$ cat src/rtl/fetch_unit_if.sv
// fetch_unit_if
// Bundles the fetch stage's memory port, decode-side control and IF/ID outputs.
//   master : fetch_unit side. Drives mem_addr and if_*; receives mem_rdata,
//            stall, redirect_valid and redirect_pc.
//   slave  : memory/decode side. This is the mirror image of master.
interface fetch_unit_if #(
    parameter int DATA_W = 16,
    parameter int ADDR_W = 20
);
    logic [ADDR_W-1:0] mem_addr;
    logic [DATA_W-1:0] mem_rdata;
    logic              stall;
    logic              redirect_valid;
    logic [ADDR_W-1:0] redirect_pc;
    logic [DATA_W-1:0] if_instr;
    logic [DATA_W-1:0] if_imm;
    logic [ADDR_W-1:0] if_pc;
    logic              if_valid;

    modport master (
        output mem_addr, if_instr, if_imm, if_pc, if_valid,
        input  mem_rdata, stall, redirect_valid, redirect_pc
    );

    modport slave (
        input  mem_addr, if_instr, if_imm, if_pc, if_valid,
        output mem_rdata, stall, redirect_valid, redirect_pc
    );
endinterface

$ cat src/rtl/fetch_unit.sv
// fetch_unit
// Instruction fetch stage. After reset it reads the two-word reset vector at
// M[0] and M[1]. It then fetches 1- and 2-word instructions in sequence and
// presents them in the IF/ID register. Bit 0 of the opcode word selects the
// length: 1 means a 2-word instruction.
// Ports:
//   clk  - rising-edge clock
//   rst  - synchronous active-high reset
//   bus  - fetch_unit_if.master. It carries the memory address and read data
//          (the read is asynchronous), stall, redirect_valid, redirect_pc and
//          the IF/ID outputs if_instr, if_imm, if_pc and if_valid.
//
// state   | meaning
// --------+---------------------------------------------------------------
// BOOT_LO | reading M[0], the low 16 bits of the reset vector
// BOOT_HI | reading M[1], the upper bits of the reset vector
// FETCH   | reading an opcode word
// IMM     | reading the immediate word of a 2-word instruction
module fetch_unit #(
    parameter int DATA_W = 16,
    parameter int ADDR_W = 20
) (
    input  logic          clk,
    input  logic          rst,
    fetch_unit_if.master  bus
);

    typedef enum logic [1:0] {BOOT_LO, BOOT_HI, FETCH, IMM} state_t;

    state_t            state, state_n;
    logic [ADDR_W-1:0] pc, pc_n;
    logic [15:0]       vec_lo, vec_lo_n;
    logic [DATA_W-1:0] held, held_n;
    logic [DATA_W-1:0] instr_q, instr_n;
    logic [DATA_W-1:0] imm_q, imm_n;
    logic [ADDR_W-1:0] ipc_q, ipc_n;
    logic              valid_q, valid_n;

    always_ff @(posedge clk) begin
        if (rst) begin
            state   <= BOOT_LO;
            pc      <= '0;
            vec_lo  <= '0;
            held    <= '0;
            instr_q <= '0;
            imm_q   <= '0;
            ipc_q   <= '0;
            valid_q <= 1'b0;
        end else begin
            state   <= state_n;
            pc      <= pc_n;
            vec_lo  <= vec_lo_n;
            held    <= held_n;
            instr_q <= instr_n;
            imm_q   <= imm_n;
            ipc_q   <= ipc_n;
            valid_q <= valid_n;
        end
    end

    always_comb begin
        state_n  = state;
        pc_n     = pc;
        vec_lo_n = vec_lo;
        held_n   = held;
        instr_n  = instr_q;
        imm_n    = imm_q;
        ipc_n    = ipc_q;
        valid_n  = valid_q;

        case (state)
            BOOT_LO: begin
                vec_lo_n = bus.mem_rdata[15:0];
                pc_n     = ADDR_W'(1);
                state_n  = BOOT_HI;
            end
            BOOT_HI: begin
                // Only the bits that fit in the PC are taken from M[1].
                pc_n    = {bus.mem_rdata[ADDR_W-17:0], vec_lo};
                state_n = FETCH;
            end
            FETCH: begin
                if (bus.redirect_valid) begin
                    pc_n    = bus.redirect_pc;
                    valid_n = 1'b0;
                end else if (!bus.stall) begin
                    pc_n = pc + ADDR_W'(1);
                    if (bus.mem_rdata[0]) begin
                        held_n  = bus.mem_rdata;
                        valid_n = 1'b0;
                        state_n = IMM;
                    end else begin
                        instr_n = bus.mem_rdata;
                        imm_n   = '0;
                        ipc_n   = pc;
                        valid_n = 1'b1;
                    end
                end
            end
            IMM: begin
                if (bus.redirect_valid) begin
                    pc_n    = bus.redirect_pc;
                    valid_n = 1'b0;
                    held_n  = '0;
                    state_n = FETCH;
                end else if (!bus.stall) begin
                    instr_n = held;
                    imm_n   = bus.mem_rdata;
                    // The opcode was one word back. This wraps to the top
                    // address when the immediate comes from address 0.
                    ipc_n   = pc - ADDR_W'(1);
                    valid_n = 1'b1;
                    pc_n    = pc + ADDR_W'(1);
                    state_n = FETCH;
                end
            end
            default: state_n = BOOT_LO;
        endcase
    end

    assign bus.mem_addr = pc;
    assign bus.if_instr = instr_q;
    assign bus.if_imm   = imm_q;
    assign bus.if_pc    = ipc_q;
    assign bus.if_valid = valid_q;

endmodule

$ cat src/flat_wrapper.sv
// flat-port wrapper written by rule: the top's interface ports become plain ports
module fetch_unit_flat 
#(
    parameter int DATA_W = 16,
    parameter int ADDR_W = 20
)
  (clk, rst, bus_mem_addr, bus_if_instr, bus_if_imm, bus_if_pc, bus_if_valid, bus_mem_rdata, bus_stall, bus_redirect_valid, bus_redirect_pc);
  fetch_unit_if #(.DATA_W(DATA_W), .ADDR_W(ADDR_W)) bus_i ();
  input  logic clk;
  input  logic rst;
  output wire logic [$bits(bus_i.mem_addr)-1:0] bus_mem_addr;
  output wire logic [$bits(bus_i.if_instr)-1:0] bus_if_instr;
  output wire logic [$bits(bus_i.if_imm)-1:0] bus_if_imm;
  output wire logic [$bits(bus_i.if_pc)-1:0] bus_if_pc;
  output wire logic [$bits(bus_i.if_valid)-1:0] bus_if_valid;
  input wire logic [$bits(bus_i.mem_rdata)-1:0] bus_mem_rdata;
  input wire logic [$bits(bus_i.stall)-1:0] bus_stall;
  input wire logic [$bits(bus_i.redirect_valid)-1:0] bus_redirect_valid;
  input wire logic [$bits(bus_i.redirect_pc)-1:0] bus_redirect_pc;
  assign bus_mem_addr = bus_i.mem_addr;
  assign bus_if_instr = bus_i.if_instr;
  assign bus_if_imm = bus_i.if_imm;
  assign bus_if_pc = bus_i.if_pc;
  assign bus_if_valid = bus_i.if_valid;
  assign bus_i.mem_rdata = bus_mem_rdata;
  assign bus_i.stall = bus_stall;
  assign bus_i.redirect_valid = bus_redirect_valid;
  assign bus_i.redirect_pc = bus_redirect_pc;
  fetch_unit #(.DATA_W(DATA_W), .ADDR_W(ADDR_W)) u_core (.clk(clk), .rst(rst), .bus(bus_i));
endmodule
$ cat config.mk
export PLATFORM = sky130hd
export DESIGN_NAME = fetch_unit_flat
export DESIGN_NICKNAME = d
export VERILOG_FILES = /design/src/rtl/fetch_unit_if.sv /design/src/rtl/fetch_unit.sv /design/src/flat_wrapper.sv
export SDC_FILE = /design/constraint.sdc
export NUM_CORES = 1
export LEC_CHECK = 0
export ABC_AREA = 1
export CAP_MARGIN = 20
export CORE_ASPECT_RATIO = 1.2
export CORE_MARGIN = 3
export CORE_UTILIZATION = 35
export CTS_BUF_LIST = sky130_fd_sc_hd__clkbuf_8
export CTS_CLUSTER_DIAMETER = 50
export DETAILED_ROUTE_END_ITERATION = 16
export SLEW_MARGIN = 0
export SYNTH_ARGS = -nofsm -noshare
export SYNTH_HDL_FRONTEND = slang
export SYNTH_SLANG_ARGS = --single-unit
$ cat constraint.sdc
create_clock -name clk -period 4.1 [get_ports clk]
set_input_delay 0.82 -clock clk [delete_from_list [all_inputs] [get_ports clk]]
set_output_delay 0.82 -clock clk [all_outputs]
set_load 0.02 [all_outputs]
==> impl_metrics.env <==
export IMPL_status="complete, no violations"
export IMPL_postLayoutCoreUtil_pct=45.7
export IMPL_setup_viol=0
export IMPL_path_clk_slew_ps=110
export IMPL_antenna_cells=0
export IMPL_fin_crit_ps=2780
export IMPL_area_delta_synth_final_pct=25.9
export IMPL_cp_max_fo=24
export IMPL_synth_fa_ha_area_share_pct=0.472
export IMPL_die_w_microns=118
export IMPL_track_usage_pct=20.7
export IMPL_synth_top_area_cell="dfxtp_1"
export IMPL_postCtsResizedCells=0
export IMPL_start_kind="input port"
export IMPL_hpwl_microns=12600
export IMPL_power_leakage_nw=2.58
export IMPL_min_to="u_core.bus.if_imm[0]$_SDFFE_PP0P_"
export IMPL_gp_congestion=0.915
export IMPL_synth_top_family_by_area="simple AND/OR/NAND/NOR gates"
export IMPL_clock_fmax_ghz=0.360
export IMPL_first_pass_iters=5
export IMPL_antenna_left=0
export IMPL_routed_wl_microns=17300
export IMPL_rows=48
export IMPL_cts_tree="built"
export IMPL_hold_depth=2
export IMPL_die_h_microns=141
export IMPL_overflow=0
export IMPL_switching_share_pct=32.6
export IMPL_finalHoldViolCount=0
export IMPL_r2r_end="u_core.held[15]$_SDFFE_PP0P_"
export IMPL_slew_viol_final=0
export IMPL_timing_max_cap_violations=0
export IMPL_r2r_cells=7
export IMPL_final_setup_tns_ps=0
export IMPL_postCtsSetupBuffers=0
export IMPL_cts_htree_levels=3
export IMPL_vias=5370
export IMPL_hp_class="reg2reg"
export IMPL_worstReg2RegStart="u_core.state[1]$_SDFFE_PP0P_"
export IMPL_rsz0062_at_grt="no"
export IMPL_via_per_inst=5.15
export IMPL_grt_pass1_vias=5039
export IMPL_synthDistinctLibCells=41
export IMPL_fin_nets=882
export IMPL_portBuffers=112
export IMPL_clock_sinks=107
export IMPL_hold_start="u_core.bus.if_imm[0]$_SDFFE_PP0P_"
export IMPL_ir_worst_vdd_v=0.000152
export IMPL_worstPathArrival_ps=3100
export IMPL_skew_ps=16.6
export IMPL_worstMarginPinSlew_ps=959
export IMPL_clkPwrFrac_pct=27.3
export IMPL_cellPowerDensity_mw_per_mm2=355
export IMPL_synth_top_area_share_pct=40.4
export IMPL_synth_area_leaders="dfxtp_1 (40%), nand2_1 (10%), nor2_1 (8.4%)"
export IMPL_core_sq_mm=0.0146
export IMPL_reg2reg_slack_ps=1840
export IMPL_ctsRootBufferMaster="clkbuf_8"
export IMPL_seq_power_share_pct=50.8
export IMPL_yosysSeqAreaShare_pct=40.4
export IMPL_grt_pass1_wl_microns=27500
export IMPL_critical_path_class="in2reg"
export IMPL_p_comb_share_pct=21.9
export IMPL_cts_made_buffers=9
export IMPL_switchingPower_w=0.000772
export IMPL_ys_ff_latch=107
export IMPL_worst_ep_required_time_ps=4420
export IMPL_synth_compound_area_share_pct=21.7
export IMPL_first_iter_violations=304
export IMPL_synthXorXnorAreaFrac_pct=2.15
export IMPL_synth_warnings=0
export IMPL_pin_count=113
export IMPL_synth_simple_area_share_pct=26.7
export IMPL_route_detailed_drc=0
export IMPL_start_util_pct=36.3
export IMPL_drive_gt1_share_pct=7.24
export IMPL_syn_cell_area_sq_mm=0.00530
export IMPL_end_kind="register"
export IMPL_synthFlopType="dfxtp_1"
export IMPL_ys_async_sr_fraction_pct=0
export IMPL_die_area_sq_mm=0.0167
export IMPL_p_int_w=0.00160
export IMPL_synth_nets=799
export IMPL_grt_max_degree=49
export IMPL_antenna_found_initial=0
export IMPL_cts_hold_buf=0
export IMPL_syn_inst=757
export IMPL_clkLatencyLatePin_ps=380
export IMPL_wl_per_cell_microns=16.6
export IMPL_timing_final_crit_share_pct=67.7
export IMPL_synth_area_mux_share_pct=0
export IMPL_synth_edf_count=0
export IMPL_synth_area_per_cell_sq_um=7.00
export IMPL_relSlewSlack_pct=35.9
export IMPL_cts_max_path_buffers=2
## placed cells by master, fill, tap and decap left out, types with 5 or more instances in the layout
cell,count
a211oi_1,13
a21oi_1,49
a221oi_1,5
a31oi_1,21
buf_4,8
clkbuf_8,9
clkdlybuf4s50_1,112
dfxtp_1,107
inv_1,38
inv_2,13
nand2_1,145
nand3_1,36
nand4_1,8
nor2_1,118
nor2_2,11
nor3_1,5
o21ai_0,67
o21ai_1,33
xor2_1,11
## through the flow
step	setup slack, ps	power (W)	hold WS [ps]	instance area (sq um)	cells
after detailed placement	957	0.00174	468	6490	1029
after CTS	1360	0.00238	480	6670	1043
after global placement	1010	0.00174	459	6490	1029
after floorplan	2310	0.00153	444	5300	757
final	1320	0.00237	479	6670	1043
after global routing	1150	0.00249	506	6670	1043
## cell type report
| class | instances | area [sq um] |
|---|---|---|
| clock inverters | 5 | 56.3 |
| flip-flops and latches | 107 | 2140 |
| multi-input cells | 550 | 2700 |
| well taps | 200 | 250 |
| repair buffers | 121 | 1200 |
| inverters | 51 | 191 |
| fillers | 1552 | 7930 |
| clock buffers | 9 | 124 |
## logic make-up after synthesis
logic type | after synthesis
buf+inv | 100
xor+xnor | 13
simple gates | 332
fa+ha+maj | 2
compound gates | 203
flops | 107
## critical path, cell delays in order
cell	delay, ps
clkdlybuf4s50_1	530
inv_2	320
nand2_2	260
nor2_1	180
o21ai_2	90
inv_2	290
buf_4	330
o21ai_0	110
a31oi_1	160
## synth_stat cells (2+ instances only)
cell type / count
inv_2: 12
nand2_1: 145
a211oi_1: 13
buf_6: 3
inv_1: 38
xnor2_1: 2
nor2_2: 11
a21oi_2: 3
a21oi_1: 49
a41oi_1: 3
buf_1: 3
nor2_4: 2
nand3_1: 36
o21ai_0: 67
dfxtp_1: 107
a31oi_1: 21
clkbuf_1: 15
a221oi_1: 5
buf_2: 17
o21a_1: 2
nor3_1: 5
clkbuf_2: 3
xor2_1: 11
nand4_1: 8
ha_1: 2
a211oi_2: 2
nand2_2: 2
buf_4: 8
nor2_1: 118
o21ai_1: 33
## registers in the layout (all words and copies together), names as in the netlist
register / cells
u_core.bus.mem_addr: 20
u_core.bus.if_pc: 20
u_core.bus.if_imm: 16
u_core.bus.if_instr: 16
u_core.state: 2
u_core.held: 16
u_core.bus.if_valid: 1
u_core.vec_lo: 16
## metal layers
layer / GRT usage [%] / share of wire (%) / wire, microns
met1: 26.1 / 43 / 7520
met5: 0 / 0 / 0
met2: 34.4 / 48 / 8220
met4: 8.27 / 2.9 / 498
met3: 4.53 / 6.1 / 1060
## power by group through the flow
stage,Combinational [W],Clock [W],Sequential (W)
floorplan,0.000308,0,0.00122
global placement,0.000515,0,0.00122
detailed placement,0.000518,0,0.00122
CTS,0.000520,0.000663,0.00120
global route,0.000578,0.000699,0.00121
finish,0.000519,0.000645,0.00120
## how the worst max path moves through the flow
stage / start / end / slack [ps]
after floorplan: bus_redirect_valid / u_core.bus.mem_addr[17]$_SDFFE_PP0P_ / 2310
after global placement: bus_redirect_valid / u_core.bus.if_instr[13]$_SDFFE_PP0P_ / 1010
after detailed placement: bus_redirect_valid / u_core.bus.if_instr[12]$_SDFFE_PP0P_ / 960
after CTS: bus_redirect_valid / u_core.bus.if_instr[10]$_SDFFE_PP0P_ / 1360
after global routing: bus_redirect_valid / u_core.bus.if_instr[3]$_SDFFE_PP0P_ / 1150
final: bus_redirect_valid / u_core.bus.if_instr[10]$_SDFFE_PP0P_ / 1320
Power figures use the tool's default switching activity.
